**config.mk**
```make
export PLATFORM = sky130hd
export DESIGN_NAME = imem_uart_loader_flat
export DESIGN_NICKNAME = d
export VERILOG_FILES = /design/src/rtl/imem_uart_loader_if.sv /design/src/rtl/imem_uart_loader.sv /design/src/flat_wrapper.sv
export SDC_FILE = /design/constraint.sdc
export NUM_CORES = 1
export LEC_CHECK = 0
export CELL_PAD_IN_SITES_DETAIL_PLACEMENT = 2
export CELL_PAD_IN_SITES_GLOBAL_PLACEMENT = 2
export CORE_ASPECT_RATIO = 0.5
export CORE_UTILIZATION = 42
export CTS_CLUSTER_SIZE = 14
export DETAILED_ROUTE_END_ITERATION = 12
export PLACE_DENSITY = 0.94
export RECOVER_POWER = 25
export SYNTH_ARGS = -nofsm -noshare
export SYNTH_HDL_FRONTEND = slang
export SYNTH_SLANG_ARGS = --single-unit
export TNS_END_PERCENT = 50
```
**constraint.sdc**
```tcl
create_clock -name w_clk -period 8.55 [get_ports w_clk]
set_input_delay 2.1375 -clock w_clk [delete_from_list [all_inputs] [get_ports w_clk]]
set_output_delay 2.1375 -clock w_clk [all_outputs]
set_load 0.05 [all_outputs]
```
**src/rtl/imem_uart_loader_if.sv**
```systemverilog
// rtl/imem_uart_loader_if.sv - instruction-memory write port driven by the UART image loader
interface imem_uart_loader_if #(
  parameter int ADDR_W = 11
) ();
  logic              w_we;
  logic [ADDR_W-1:0] w_addr;
  logic [31:0]       w_wdata;
  logic              w_done;
  logic              w_err;

  modport master (output w_we, output w_addr, output w_wdata, output w_done, output w_err);
  modport slave  (input  w_we, input  w_addr, input  w_wdata, input  w_done, input  w_err);
endinterface

```
**src/rtl/imem_uart_loader.sv**
```systemverilog
// rtl/imem_uart_loader.sv - UART 8N1 receiver that assembles little-endian words and writes them to instruction memory
module imem_uart_loader #(
  parameter int CLKS_PER_BIT = 100,
  parameter int WORDS        = 512,
  parameter int ADDR_W       = 11
) (
  input  logic                w_clk,
  input  logic                w_rst,
  input  logic                w_rxd,
  imem_uart_loader_if.master  mem
);
  typedef enum logic [2:0] {IDLE, START, DATA, STOP, WAITHI} state_t;

  localparam int                CW        = $clog2(CLKS_PER_BIT + 1);
  localparam logic [CW-1:0]     HALF_M1   = CW'(CLKS_PER_BIT / 2 - 1);
  localparam logic [CW-1:0]     FULL_M1   = CW'(CLKS_PER_BIT - 1);
  localparam logic [ADDR_W-1:0] LAST_ADDR = ADDR_W'(WORDS - 1);

  logic              rx_meta, rx_sync;
  state_t            state_q, state_d;
  logic [CW-1:0]     cnt_q, cnt_d;
  logic [2:0]        bit_q, bit_d;
  logic [7:0]        shift_q, shift_d;
  logic              byte_ok, frame_bad;

  logic [1:0]        byte_cnt_q;
  logic [23:0]       word_q;
  logic              we_q;
  logic [ADDR_W-1:0] addr_q;
  logic [31:0]       wdata_q;
  logic              done_q, err_q;

  // Line idles high, so the synchronizer resets to 1 to avoid a false start bit.
  always_ff @(posedge w_clk or posedge w_rst) begin
    if (w_rst) begin
      rx_meta <= 1'b1;
      rx_sync <= 1'b1;
    end else begin
      rx_meta <= w_rxd;
      rx_sync <= rx_meta;
    end
  end

  always_ff @(posedge w_clk or posedge w_rst) begin
    if (w_rst) begin
      state_q <= IDLE;
      cnt_q   <= '0;
      bit_q   <= '0;
      shift_q <= '0;
    end else begin
      state_q <= state_d;
      cnt_q   <= cnt_d;
      bit_q   <= bit_d;
      shift_q <= shift_d;
    end
  end

  always_comb begin
    state_d   = state_q;
    cnt_d     = cnt_q + 1'b1;
    bit_d     = bit_q;
    shift_d   = shift_q;
    byte_ok   = 1'b0;
    frame_bad = 1'b0;
    case (state_q)
      IDLE: begin
        cnt_d = '0;
        if (!rx_sync) state_d = START;
      end
      START: begin
        if (cnt_q == HALF_M1) begin
          cnt_d   = '0;
          bit_d   = '0;
          state_d = rx_sync ? IDLE : DATA;
        end
      end
      DATA: begin
        if (cnt_q == FULL_M1) begin
          cnt_d          = '0;
          shift_d[bit_q] = rx_sync;
          bit_d          = bit_q + 1'b1;
          if (bit_q == 3'd7) state_d = STOP;
        end
      end
      STOP: begin
        if (cnt_q == FULL_M1) begin
          cnt_d = '0;
          if (rx_sync) begin
            byte_ok = 1'b1;
            state_d = IDLE;
          end else begin
            frame_bad = 1'b1;
            state_d   = WAITHI;
          end
        end
      end
      WAITHI: begin
        cnt_d = '0;
        if (rx_sync) state_d = IDLE;
      end
      default: state_d = IDLE;
    endcase
  end

  // The address advances (or completion latches) on the cycle after each write pulse.
  always_ff @(posedge w_clk or posedge w_rst) begin
    if (w_rst) begin
      byte_cnt_q <= '0;
      word_q     <= '0;
      we_q       <= 1'b0;
      addr_q     <= '0;
      wdata_q    <= '0;
      done_q     <= 1'b0;
      err_q      <= 1'b0;
    end else begin
      we_q <= 1'b0;
      if (frame_bad) err_q <= 1'b1;
      if (we_q) begin
        if (addr_q == LAST_ADDR) done_q <= 1'b1;
        else                     addr_q <= addr_q + 1'b1;
      end
      if (byte_ok && !done_q) begin
        byte_cnt_q <= byte_cnt_q + 1'b1;
        case (byte_cnt_q)
          2'd0: word_q[7:0]   <= shift_q;
          2'd1: word_q[15:8]  <= shift_q;
          2'd2: word_q[23:16] <= shift_q;
          default: begin
            we_q    <= 1'b1;
            wdata_q <= {shift_q, word_q};
          end
        endcase
      end
    end
  end

  assign mem.w_we    = we_q;
  assign mem.w_addr  = addr_q;
  assign mem.w_wdata = wdata_q;
  assign mem.w_done  = done_q;
  assign mem.w_err   = err_q;
endmodule

```
**src/flat_wrapper.sv**
```systemverilog
// flat-port wrapper written by rule: the top's interface ports become plain ports
module imem_uart_loader_flat 
#(
  parameter int CLKS_PER_BIT = 100,
  parameter int WORDS        = 512,
  parameter int ADDR_W       = 11
)
  (w_clk, w_rst, w_rxd, mem_w_we, mem_w_addr, mem_w_wdata, mem_w_done, mem_w_err);
  imem_uart_loader_if #(.ADDR_W(ADDR_W)) mem_i ();
  input  logic w_clk;
  input  logic w_rst;
  input  logic w_rxd;
  output wire logic [$bits(mem_i.w_we)-1:0] mem_w_we;
  output wire logic [$bits(mem_i.w_addr)-1:0] mem_w_addr;
  output wire logic [$bits(mem_i.w_wdata)-1:0] mem_w_wdata;
  output wire logic [$bits(mem_i.w_done)-1:0] mem_w_done;
  output wire logic [$bits(mem_i.w_err)-1:0] mem_w_err;
  assign mem_w_we = mem_i.w_we;
  assign mem_w_addr = mem_i.w_addr;
  assign mem_w_wdata = mem_i.w_wdata;
  assign mem_w_done = mem_i.w_done;
  assign mem_w_err = mem_i.w_err;
  imem_uart_loader #(.CLKS_PER_BIT(CLKS_PER_BIT), .WORDS(WORDS), .ADDR_W(ADDR_W)) u_core (.w_clk(w_clk), .w_rst(w_rst), .w_rxd(w_rxd), .mem(mem_i));
endmodule
```
After elaboration in Yosys (flattened, before gate mapping)
Index checks and enable logic that the tools add are counted.
Storage, ports and cells
  register bits: 95
  word-level logic and storage cells: 83
Operators by class
  $add $sub $neg: 4
  order comparisons: 2
  eq/ne operators: 16
  muxes and demuxes: 26
  bitwise logic cells: 2
  reduce and logical (&&, ||, !) cells: 18
Operators with widths (number)
  $mux 3: 9
  $pmux 7 s3: 1
  $pmux 3 s5: 1
  $mux 7: 2
  $reduce_and 2->1: 7
  $add 11x1->11 const B: 1
  $eq 11x9->1 const B: 1
  $ne 2x1->1 const B: 5
  $mux 1: 9
  $bwmux 8: 1
  $add 7x1->7 const B: 1
  $eq 7x6->1 const B: 1
  $eq 7x7->1 const B: 1
  $eq 3x2->1 const B: 2
  $eq 3x3->1 const B: 2
  $pmux 3 s2: 1
  $reduce_and 6->1: 1
  $lt 3x4->1 const B: 1
  $reduce_or 2->1: 2
  $add 3x1->3 const B: 1
  $demux 1 s3: 1
  $eq 3x1->1 const B: 1
  $ge 3x1->1 const B: 1
  $logic_not 3->1: 1
  12 further kinds: 14

Longest topological paths before layout
Gate-level depths: netlist of run 1.
  word-level depth: 5
  mapped depth: 7
  gate-level depth less buffers: 6

Worst setup path after synthesis of run 1
Ideal clock, no wire load.
  kind: reg2out
  start: reg u_core.we_q, in the netlist u_core.mem.w_we
  end: out mem_w_we
  arrival time: 0.677 ns
  path slack: 5.736 ns
  stages on the path, launching flop included: 1
  buffers on the path: 0
  cell sequence: dfrtp_1
RTL lines
  start, declared: RTL line imem_uart_loader.sv:28  | logic we_q;
  start signal, assigned: RTL line imem_uart_loader.sv:110  | we_q <= 1'b0;
  start signal, assigned: RTL line imem_uart_loader.sv:116  | we_q <= 1'b0;
  start signal, assigned: RTL line imem_uart_loader.sv:129  | we_q <= 1'b1;
  end, declared: RTL line flat_wrapper.sv:13  | output wire logic [$bits(mem_i.w_we)-1:0] mem_w_we;
No word-level cell between the ends.

Worst setup path in the final report of run 1
  start: reg u_core.done_q, in the netlist u_core.mem.w_done
  end: out mem_w_done
RTL lines
  start, declared: RTL line imem_uart_loader.sv:31  | logic done_q, err_q;
  start signal, assigned: RTL line imem_uart_loader.sv:113  | done_q <= 1'b0;
  start signal, assigned: RTL line imem_uart_loader.sv:119  | if (addr_q == LAST_ADDR) done_q <= 1'b1;
  end, declared: RTL line flat_wrapper.sv:16  | output wire logic [$bits(mem_i.w_done)-1:0] mem_w_done;
No word-level cell between the ends.

==> results of run 1 <==
-- area by class of cell --
| cell class | instances | area, um^2 | area share |
|---|---|---|---|
| clock inverters | 7 | 47.5 | 0.00950 |
| well taps | 135 | 169 | 0.0338 |
| clock buffers | 9 | 225 | 0.0450 |
| inverters | 6 | 23.8 | 0.00475 |
| flip-flops and latches | 95 | 2380 | 0.476 |
| repair buffers | 49 | 488 | 0.0975 |
| diodes | 1 | 2.50 | 0.000500 |
| multi-input cells | 181 | 1670 | 0.333 |
-- stage by stage --
step | utilization | cell area [um^2] | cells | hold slack [ps]
after floorplan | - | 4190 | 294 | 345
after global placement | 0.498 | 4760 | 466 | 346
after detailed placement | 0.498 | 4760 | 466 | 350
after CTS | 0.526 | 5030 | 482 | 360
after global routing | 0.522 | 5000 | 482 | 375
final | 0.523 | 5000 | 483 | 364
-- logic make-up (layout without fill, tap and decap cells) --
group,count (synthesis),in the layout
flip-flops,95,95
AND/OR/NAND/NOR,72,72
multiplexers,70,70
AO/OA/AOI/OAI,20,20
buffers and inverters,18,71
XOR/XNOR,10,10
adder cells (fa/ha/maj),9,9
other,0,1
-- flip-flops by register name (all words and copies together), names as in the netlist --
signal	flops
u_core.mem.w_wdata	32
u_core.word_q	24
u_core.mem.w_addr	11
u_core.shift_q	8
u_core.cnt_q	7
u_core.bit_q	3
u_core.state_q	3
u_core.byte_cnt_q	2
u_core.mem.w_done	1
u_core.mem.w_err	1
u_core.mem.w_we	1
u_core.rx_meta	1
u_core.rx_sync	1
-- placed cells by master, fill, tap and decap left out, types with 3 or more instances in the layout --
cell type and count:
mux2_2 35, mux2_4 30, xor2_1 3, clkbuf_16 9
ha_1 9, mux2_1 4, a21oi_1 6, o2bb2ai_1 3
a22oi_1 3, nand4b_1 4, clkinv_2 4, nand2_1 12
nand4_1 9, xnor2_1 7, and3_1 7, nor2_1 17
dfrtp_1 93, nand3_1 7, and4b_1 3, clkdlybuf4s50_1 47
inv_1 5
-- metal layers --
| metal | share of wire | GRT usage | up-vias | wire, um |
|---|---|---|---|---|
| met3 | 0.038 | 0.0709 | 29 | 458 |
| met5 | 0 | 0 | - | 0 |
| met4 | 0.028 | 0.122 | 0 | 339 |
| met2 | 0.50 | 0.432 | 58 | 6020 |
| li1 | - | - | 1153 | - |
| met1 | 0.43 | 0.309 | 1422 | 5230 |
-- power breakdown --
| group | internal, mW | switching, mW |
|---|---|---|
| Clock | 0.197 | 0.179 |
| Combinational | 0.00127 | 0.00965 |
| Sequential | 0.450 | 0.000875 |
-- final timing paths --
path	start	slack [ps]	end	cells past startpoint
setup / recovery	u_core.mem.w_done	4690	mem_w_done	1
hold / removal	u_core.rx_meta	360	u_core.rx_sync	0
setup reg to reg	u_core.rx_sync	4760	u_core.word_q[0]	4
hold reg to reg	u_core.rx_meta	360	u_core.rx_sync	0
max in group asynchronous	w_rst	5260	u_core.word_q[19]	3
min in group asynchronous	w_rst	2530	u_core.mem.w_we	3
==> impl_results.md, run 1 <==
* Status: completed
* Number of gates resized after CTS at 0
* Worst-Skew Late Latency at 350 ps
* Input/output buffers at 48
* Wire length reported by the detailed router at 12000 um
* Count of pins on the block boundary at 49
* Sum of overflow across all layers after global routing at 0
* Top cell types by occurrence after synthesis: dfrtp_1, mux2_2, mux2_4
* Dominant delay contributor by cell family on the critical path: buffers and inverters
* Signed area change from the synthesized netlist to the final layout at 19.5%
* Fin crit period at 3860 ps
* Count of state elements after synthesis at between 90 and 100
* Share of synthesized area spent on multiplexers at 0.215
* GRT Total Usage at 0.256
* Share of the synthesized area in compound gates (AO/OA/AOI/OAI) at 0.0341
* Hpwl dp at 7450 um
* Number of warnings printed during yosys synthesis at 0
* Post-synth cell types at 40
* Per-cell routed wire length at 24.9 um
* Peak per-stage delay on the critical path at 870 ps
* Post-CTS clock slew at the launch and capture registers of the worst setup and hold paths at 70 ps
* Max Slew Vio Count at 0
* CTS sink cnt at 95
* Register area share after synthesis at 0.568
* Via count at ~2700
* Critical path required time at 6410 ps
* Most frequently used cell type in the post-synthesis netlist: dfrtp_1
* Critical Path Source Type: register
* Number of setup buffers added after CTS at 0
* Total number of placement rows at 25
* Fraction of synthesized cell area taken by the top area cell type at 0.556
* Placement Setup Slack at 4800 ps
* Starting density of the core at 0.438
* First-pass iteration count of the detailed router at 4
* Final setup viols at 0
* Top FF cell, synth: dfrtp_1
* Cell leakage power at 2.43 nW
* Global-route wire length before repair at roughly 19000 um
* Number of DRC markers after the initial detailed-route iteration at about 100
* Die area at 10400 um^2
* Peak supply drop at 0.0888 mV
* Max frequency at 259 MHz
* Slew headroom at 0.0803
* Share of final-layout standard cells stronger than drive strength 1 at 0.256
* Mean cell area of the mapped netlist at 14.2 um^2
* Power Density at 168 nW/um^2
* Crit-path cells: clkdlybuf4s50_1
* Vertical extent of the die at 72.6 um
* Arrival time at the worst endpoint at 1730 ps
* Final worst clock skew at 7.05 ps
* Combinational family with the most area after synthesis: multiplexers
* Critical path type: register to output pin
* Maximum buffer depth of the clock tree at 2
* Syn nets at a little over 300
* Horizontal die dimension at 143 um
* Final Cycle Share at 0.452
* Cells after Synth at 294
* Worst Setup Slack, final at ~4700 ps
* CTS tree: yes
* Number of routed nets with antenna violations at 0
* Worst Path Buf+Inv at 1
* Synth Area in Simple Gates at 0.110
* Clock root buffer: clkbuf_16
* TNS Setup at 0 ps
* RD Place Congestion at 0.764
* Worst hold path type: register to register
* Unrepaired setup endpoints after global routing: no
* Area share of xor/xnor cells in the synthesized design at 0.0209
* Final-layout fill cell count at between 800 and 900
* Antenna violations before repair at 1
* Number of remaining DRC errors at 0
* Crit end category: output pin
* Total clock buffers created by CTS at 9
* Post-DR vias/cell at 5.51
* Post-Synth Adder-Cell Area at 0.0269
* Final-stage net count at 354
* Post-Synthesis Cell Area at 4190 um^2
* Transition time at the pin with the least slew margin at 1360 ps
* Dominant cell type by area after synthesis: dfrtp_1
* Vias in the first global route at around 3100
* Max H-tree Level at 3
* Final number of hold-violating endpoints at 0
* Number of hold-repair buffers added at the cts stage at 0
* Largest net degree at the start of global routing at 96
* Maximum fanout along the worst path at 3
* Slowest stage cell, crit path: clkdlybuf4s50_1
* Total power of the final layout at 0.838 mW
* Share of flip-flops with an asynchronous set or reset at 1.00
* Core box area at 9570 um^2
* Post-synth EDFFs at 0
* Count of maximum capacitance violations at 0
* Area contributors post-synth: dfrtp_1, mux2_4, mux2_2
Power figures use the tool's default switching activity.
==> run 2, diff against run 1 <==
Settings changed: CORE_UTILIZATION 42 to 35, PLACE_DENSITY 0.94 to 0.85.
Clock period 8.55 ns to 3.3 ns, I/O delays scaled along.
==> run 2 against run 1 <==
The run now ends with capacitance limit, slew limit left. Sequential power rose to 2.6 times the previous value. Via count fell by 0.71%. Non-clock buffer count rose by 1. Sequential share of layout area fell by 0.83 points. Global-route usage fell by 5.7 points. First-iteration DRC count fell by 12%. Final cell count rose by 5.0%. Largest cell class unchanged. Largest power group unchanged. Highest routed layer unchanged.
==> impl_results.md, run 2 (synthesized netlist as in run 1, its figures left out) <==
* Cell leakage power at 2.49 nW (+2.6%)
* Signed area change from the synthesized netlist to the final layout at 21.6%
* Per-cell routed wire length at 22.2 um (-11%)
* CTS sink cnt at 95 (unchanged)
* Total clock buffers created by CTS at 9 (unchanged)
* Number of hold-repair buffers added at the cts stage at 0 (unchanged)
* Number of gates resized after CTS at 0 (unchanged)
* GRT Total Usage at 0.199 (-0.0574)
* Slew headroom at -0.353 (-0.434)
* Most common cell after layout, fill and taps aside: dfrtp_1
* Die area at 12400 um^2 (+20%)
* Wire length reported by the detailed router at 11300 um (-6.4%)
* CTS tree: yes
* Worst Path Buf+Inv at 1 (unchanged)
* Crit end category: register
* Count of maximum capacitance violations at 1 (+1)
* Final-layout fill cell count at 1088 (+23%)
* FF/Latch Area at 2380 um^2 (unchanged)
* Post-CTS clock slew at the launch and capture registers of the worst setup and hold paths at 70 ps (about the same)
* Vias in the first global route at 3020 (-3.2%)
* Count of pins on the block boundary at 49 (unchanged)
* Status: finished with violations
* Unrepaired setup endpoints after global routing: no
* Worst hold path type: register to register
* Hpwl dp at 7350 um (-1.4%)
* Total power of the final layout at 2.21 mW (+160%)
* Slowest stage cell, crit path: dfstp_2
* Number of routed nets with antenna violations at 0 (unchanged)
* Global-route wire length before repair at 18100 um (-4.8%)
* Peak per-stage delay on the critical path at 650 ps (-220 ps)
* Largest net degree at the start of global routing at 44 (-54%)
* # diodes at 0 (-1)
* Total number of placement rows at 27 (+8.0%)
* Dominant delay contributor by cell family on the critical path: simple AND/OR/NAND/NOR gates
* Critical path type: register to register
* Peak supply drop at 0.229 mV (+160%)
* Sum of overflow across all layers after global routing at 0 (unchanged)
* Number of setup buffers added after CTS at 0 (unchanged)
* Maximum fanout along the worst path at 32 (+29)
* Share of the core filled with cells at 0.450 (-0.0728)
* Final-stage net count at 355 (+0.28%)
* Via count at 2643 (-0.71%)
* Clock root buffer: clkbuf_16
* TNS Setup at 0 ps (unchanged)
* Transition time at the pin with the least slew margin at 2020 ps (+659 ps)
* Crit-path cells: inv_2 > nor4b_4 > nand3_4 > mux2_4
* Share of final-layout standard cells stronger than drive strength 1 at 0.287 (+0.0309)
* Max H-tree Level at 3 (unchanged)
* Number of DRC markers after the initial detailed-route iteration at 92 (-12%)
* RD Place Congestion at 0.747 (-2.1%)
* Critical Path Source Type: register
* Max Slew Vio Count at 43 (+43)
* First-pass iteration count of the detailed router at 4 (unchanged)
* Final number of hold-violating endpoints at 0 (unchanged)
* Combined area of the multi-input logic cells at 1700 um^2 (+2.0%)
* Starting density of the core at 0.370 (-0.0675)
* Max frequency at 389 MHz
* Number of remaining DRC errors at 0 (unchanged)
* Maximum buffer depth of the clock tree at 2 (unchanged)
* Input/output buffers at 48 (unchanged)
* Fin crit period at 2570 ps
* Final Cycle Share at 0.778
* Design Area, Final at 5090 um^2 (+1.8%)
* Core box area at 11300 um^2 (+18%)
* Number of flip-flops under the largest register name at 32 (unchanged)
* Total placed instance area at 4810 um^2 (+1.1%)
* Vertical extent of the die at 79.3 um (+9.3%)
* Violated checks: capacitance limit, slew limit
* Arrival time at the worst endpoint at 2810 ps (+1080 ps)
* Horizontal die dimension at 157 um (+9.4%)
* Power Density at 433 nW/um^2 (+160%)
* Critical path required time at 3540 ps (-2870 ps)
* Commonest cells after routing, fill and taps aside: dfrtp_1, clkdlybuf4s50_1, mux2_2
* Post-DR vias/cell at 5.21 (-5.4%)
* Antenna violations before repair at 0 (-1)
* Final worst clock skew at 7.56 ps (+0.510 ps)
* Final setup viols at 0 (unchanged)
* Worst-Skew Late Latency at 360 ps (about the same)
==> run 2: changes by cell type in the layout (fill, tap and decap cells not counted), moves of 2 or more <==
| cell | previous run | this run |
|---|---|---|
| clkinv_2 | 4 | 1 |
| mux2_2 | 35 | 39 |
| inv_6 | 1 | 3 |
| mux2_1 | 4 | 0 |
| nand4_2 | 0 | 3 |
| nand4_1 | 9 | 6 |
==> run 2: final timing paths <==
check | cells past startpoint | slack [ps] | start | end
setup / recovery | 4 | 730 | u_core.rx_sync | u_core.mem.w_wdata[13]
hold / removal | 0 | 360 | u_core.rx_meta | u_core.rx_sync
setup reg to reg | 4 | 730 | u_core.rx_sync | u_core.mem.w_wdata[13]
hold reg to reg | 0 | 360 | u_core.rx_meta | u_core.rx_sync
max in group asynchronous | 3 | 840 | w_rst | u_core.mem.w_wdata[20]
min in group asynchronous | 2 | 1480 | w_rst | u_core.mem.w_addr[8]
==> run 2: final cells by class <==
| type | count | share of cell area |
|---|---|---|
| sequential | 95 | 0.467 |
| multi-input combinational | 181 | 0.334 |
| timing repair buffer | 50 | 0.0998 |
| clock buffer | 9 | 0.0442 |
| tap | 159 | 0.0391 |
| clock inverter | 7 | 0.0108 |
| inverter | 6 | 0.00467 |
==> run 2: worst reg2reg max path, delay by kind of cell, from the launching register on <==
family,cells,cell delay (ps)
muxes,1,540
buffers and inverters,1,100
DFF,1,650
and+or+nand+nor,2,1160
==> run 2: through the flow <==
stage / hold WS (ps) / std cells / setup WS (ps)
after floorplan: 345 / 294 / 1.29
after global placement: 346 / 491 / 883
after detailed placement: 347 / 491 / 724
after CTS: 357 / 507 / 689
after global routing: 361 / 507 / 581
final: 356 / 507 / 732
==> run 2: metal layers <==
metal,part of all wire,up-vias,global-route usage,routed length (um)
met5,0,-,0,0
met2,0.52,36,0.350,5830
met3,0.026,17,0.0459,295
li1,-,1172,-,-
met1,0.44,1418,0.240,4940
met4,0.018,0,0.0686,205
==> run 2: power breakdown <==
group,internal [mW],switching (mW)
clock network,0.519,0.486
logic,0.00676,0.0267
registers,1.17,0.00216
==> run 3, diff against run 2 <==
Settings changed: CORE_UTILIZATION 35 to 39, PLACE_DENSITY 0.85 to 0.89.
Clock period 3.3 ns to 2.65 ns, I/O delays scaled along.
==> run 3 against run 2 <==
The flow still finishes with violations (capacitance limit, slew limit). Critical path depth grew 1. Sequential power up 24%. Worst setup slack got worse by 560 ps. Combinational power grew 41%. Largest cell class unchanged. Core utilization rose by 4.7 points. Critical path type unchanged. Clock-buffer cell count is 1 higher. Final area up 0.66%. Clock power is 27% higher. Final cell count shrank 3.0%. Sequential share of layout area fell by 0.31 points. Global-route usage grew 4.6 points.
==> impl_results.md, run 3 (synthesized netlist as in run 1, its figures left out) <==
* Status: finished with violations
* Violated checks: capacitance limit, slew limit
* Slew headroom at -0.0170 (+0.336)
* Horizontal die dimension at 149 um (-5.2%)
* Number of flip-flops under the largest register name at 32 (unchanged)
* Global-route wire length before repair at 19500 um (+7.6%)
* Fin crit period at 2480 ps (-89.2 ps)
* GRT Total Usage at 0.245 (+0.0465)
* CTS tree: yes
* Max frequency at 403 MHz (+3.6%)
* Number of routed nets with antenna violations at 0 (unchanged)
* Peak supply drop at 0.346 mV (+51%)
* Post-DR vias/cell at 5.41 (+3.8%)
* Vias in the first global route at 3152 (+4.4%)
* Number of gates resized after CTS at 0 (unchanged)
* Most common cell after layout, fill and taps aside: dfrtp_1
* Total number of placement rows at 26 (-3.7%)
* Die area at 11200 um^2 (-10%)
* Count of maximum capacitance violations at 1 (unchanged)
* Final number of hold-violating endpoints at 0 (unchanged)
* Starting density of the core at 0.406 (+0.0361)
* First-pass iteration count of the detailed router at 4 (unchanged)
* Clock root buffer: clkbuf_16
* Via count at 2662 (+0.72%)
* Total clock buffers created by CTS at 9 (unchanged)
* Critical Path Source Type: register
* Hpwl dp at 7660 um (+4.3%)
* Final-stage net count at 359 (+1.1%)
* Max Slew Vio Count at 28 (-35%)
* Maximum fanout along the worst path at 18 (-44%)
* Vertical extent of the die at 75.3 um (-5.1%)
* TNS Setup at 0 ps (unchanged)
* Crit path capture: u_core.mem.w_wdata[23]
* CTS sink cnt at 95 (unchanged)
* Commonest cells after routing, fill and taps aside: dfrtp_1, clkdlybuf4s50_1, mux2_2
* Final worst clock skew at 13.9 ps (+6.34 ps)
* Final-layout fill cell count at 945 (-13%)
* Worst hold-check slack at 382 ps (+26.0 ps)
* Power Density at 542 nW/um^2 (+25%)
* Core box area at 10300 um^2 (-8.9%)
* Number of DRC markers after the initial detailed-route iteration at 122 (+33%)
* R2R Path Start: u_core.rx_sync
* Input/output buffers at 48 (unchanged)
* Worst hold path type: register to register
* Critical path type: register to register
* Hold path startpoint: u_core.rx_meta
* Worst-Skew Late Latency at 360 ps (about the same)
* Unrepaired setup endpoints after global routing: no
* Largest net degree at the start of global routing at 30 (-32%)
* Sum of overflow across all layers after global routing at 0 (unchanged)
* Number of hold-repair buffers added at the cts stage at 0 (unchanged)
* Cell leakage power at 2.52 nW (+1.4%)
* Transition time at the pin with the least slew margin at 1520 ps (-502 ps)
* Reg2Reg Depth at 5 (+1)
* Signed area change from the synthesized netlist to the final layout at 22.4%
* Number of remaining DRC errors at 0 (unchanged)
* Post-CTS clock slew at the launch and capture registers of the worst setup and hold paths at 70 ps (about the same)
* Arrival time at the worst endpoint at 2720 ps (-90 ps)
* Number of setup buffers added after CTS at 0 (unchanged)
* Critical path required time at 2890 ps (-650 ps)
* Antenna violations before repair at 0 (unchanged)
* Terminus of the critical flop-to-flop path: u_core.mem.w_wdata[23]
* Final setup viols at 0 (unchanged)
* Start point of the critical path: u_core.rx_sync
* Final Cycle Share at 0.935 (+0.157)
* Crit end category: register
* Maximum buffer depth of the clock tree at 2 (unchanged)
* Slack of the worst reg-to-reg path at 170 ps (-560 ps)
* Count of pins on the block boundary at 49 (unchanged)
* RD Place Congestion at 0.726 (-2.8%)
* # diodes at 0 (unchanged)
* Share of final-layout standard cells stronger than drive strength 1 at 0.293 (+0.00526)
* Max H-tree Level at 3 (unchanged)
* Per-cell routed wire length at 25.6 um (+15%)
* Wire length reported by the detailed router at 12600 um (+12%)
==> run 3: routing by layer <==
| metal | global-route usage | share of wire | vias to the layer above |
|---|---|---|---|
| li1 | - | - | 1155 |
| met1 | 0.293 | 0.44 | 1421 |
| met2 | 0.444 | 0.52 | 63 |
| met3 | 0.0479 | 0.027 | 23 |
| met4 | 0.104 | 0.020 | 0 |
| met5 | 0 | 0 | - |
==> run 3: through the flow <==
| stage | power [mW] | cell area (um^2) | setup slack, ps | utilization | cells |
|---|---|---|---|---|---|
| floorplan | 1.51 | 4190 | 751 | - | 294 |
| global placement | 1.53 | 4850 | 399 | 0.470 | 476 |
| detailed placement | 1.53 | 4850 | 266 | 0.470 | 476 |
| CTS | 2.80 | 5130 | 142 | 0.497 | 492 |
| global route | 2.84 | 5130 | 64.1 | 0.497 | 492 |
| finish | 2.78 | 5130 | 172 | 0.497 | 492 |
==> run 3: worst min path at each step <==
stage / end / cells after the start / slack [ps]
6_report: u_core.rx_sync / 0 / 380
5_1_grt: u_core.rx_sync / 0 / 390
4_1_cts: u_core.rx_sync / 0 / 380
3_5_place_dp: u_core.rx_sync / 0 / 360
3_3_place_gp: u_core.rx_sync / 0 / 350
2_1_floorplan: u_core.rx_sync / 0 / 350
==> run 3: cell type report <==
type | count | area (um^2) | area share
Multi-Input combinational cell | 181 | 1700 | 0.332
Clock buffer | 10 | 239 | 0.0466
Timing Repair Buffer | 54 | 563 | 0.110
Inverter | 6 | 23.8 | 0.00464
Clock inverter | 6 | 43.8 | 0.00854
Tap cell | 140 | 175 | 0.0342
Sequential cell | 95 | 2380 | 0.464
==> run 3: power breakdown <==
part	switching, mW	internal (mW)
Clock	0.611	0.667
Combinational	0.0359	0.0114
Sequential	0.00301	1.45
==> run 3: critical path: stages (launching register included) <==
cell	delay [ps]
dfstp_2	650
inv_2	110
nor4b_4	580
nand3_4	390
buf_12	300
mux2_4	320
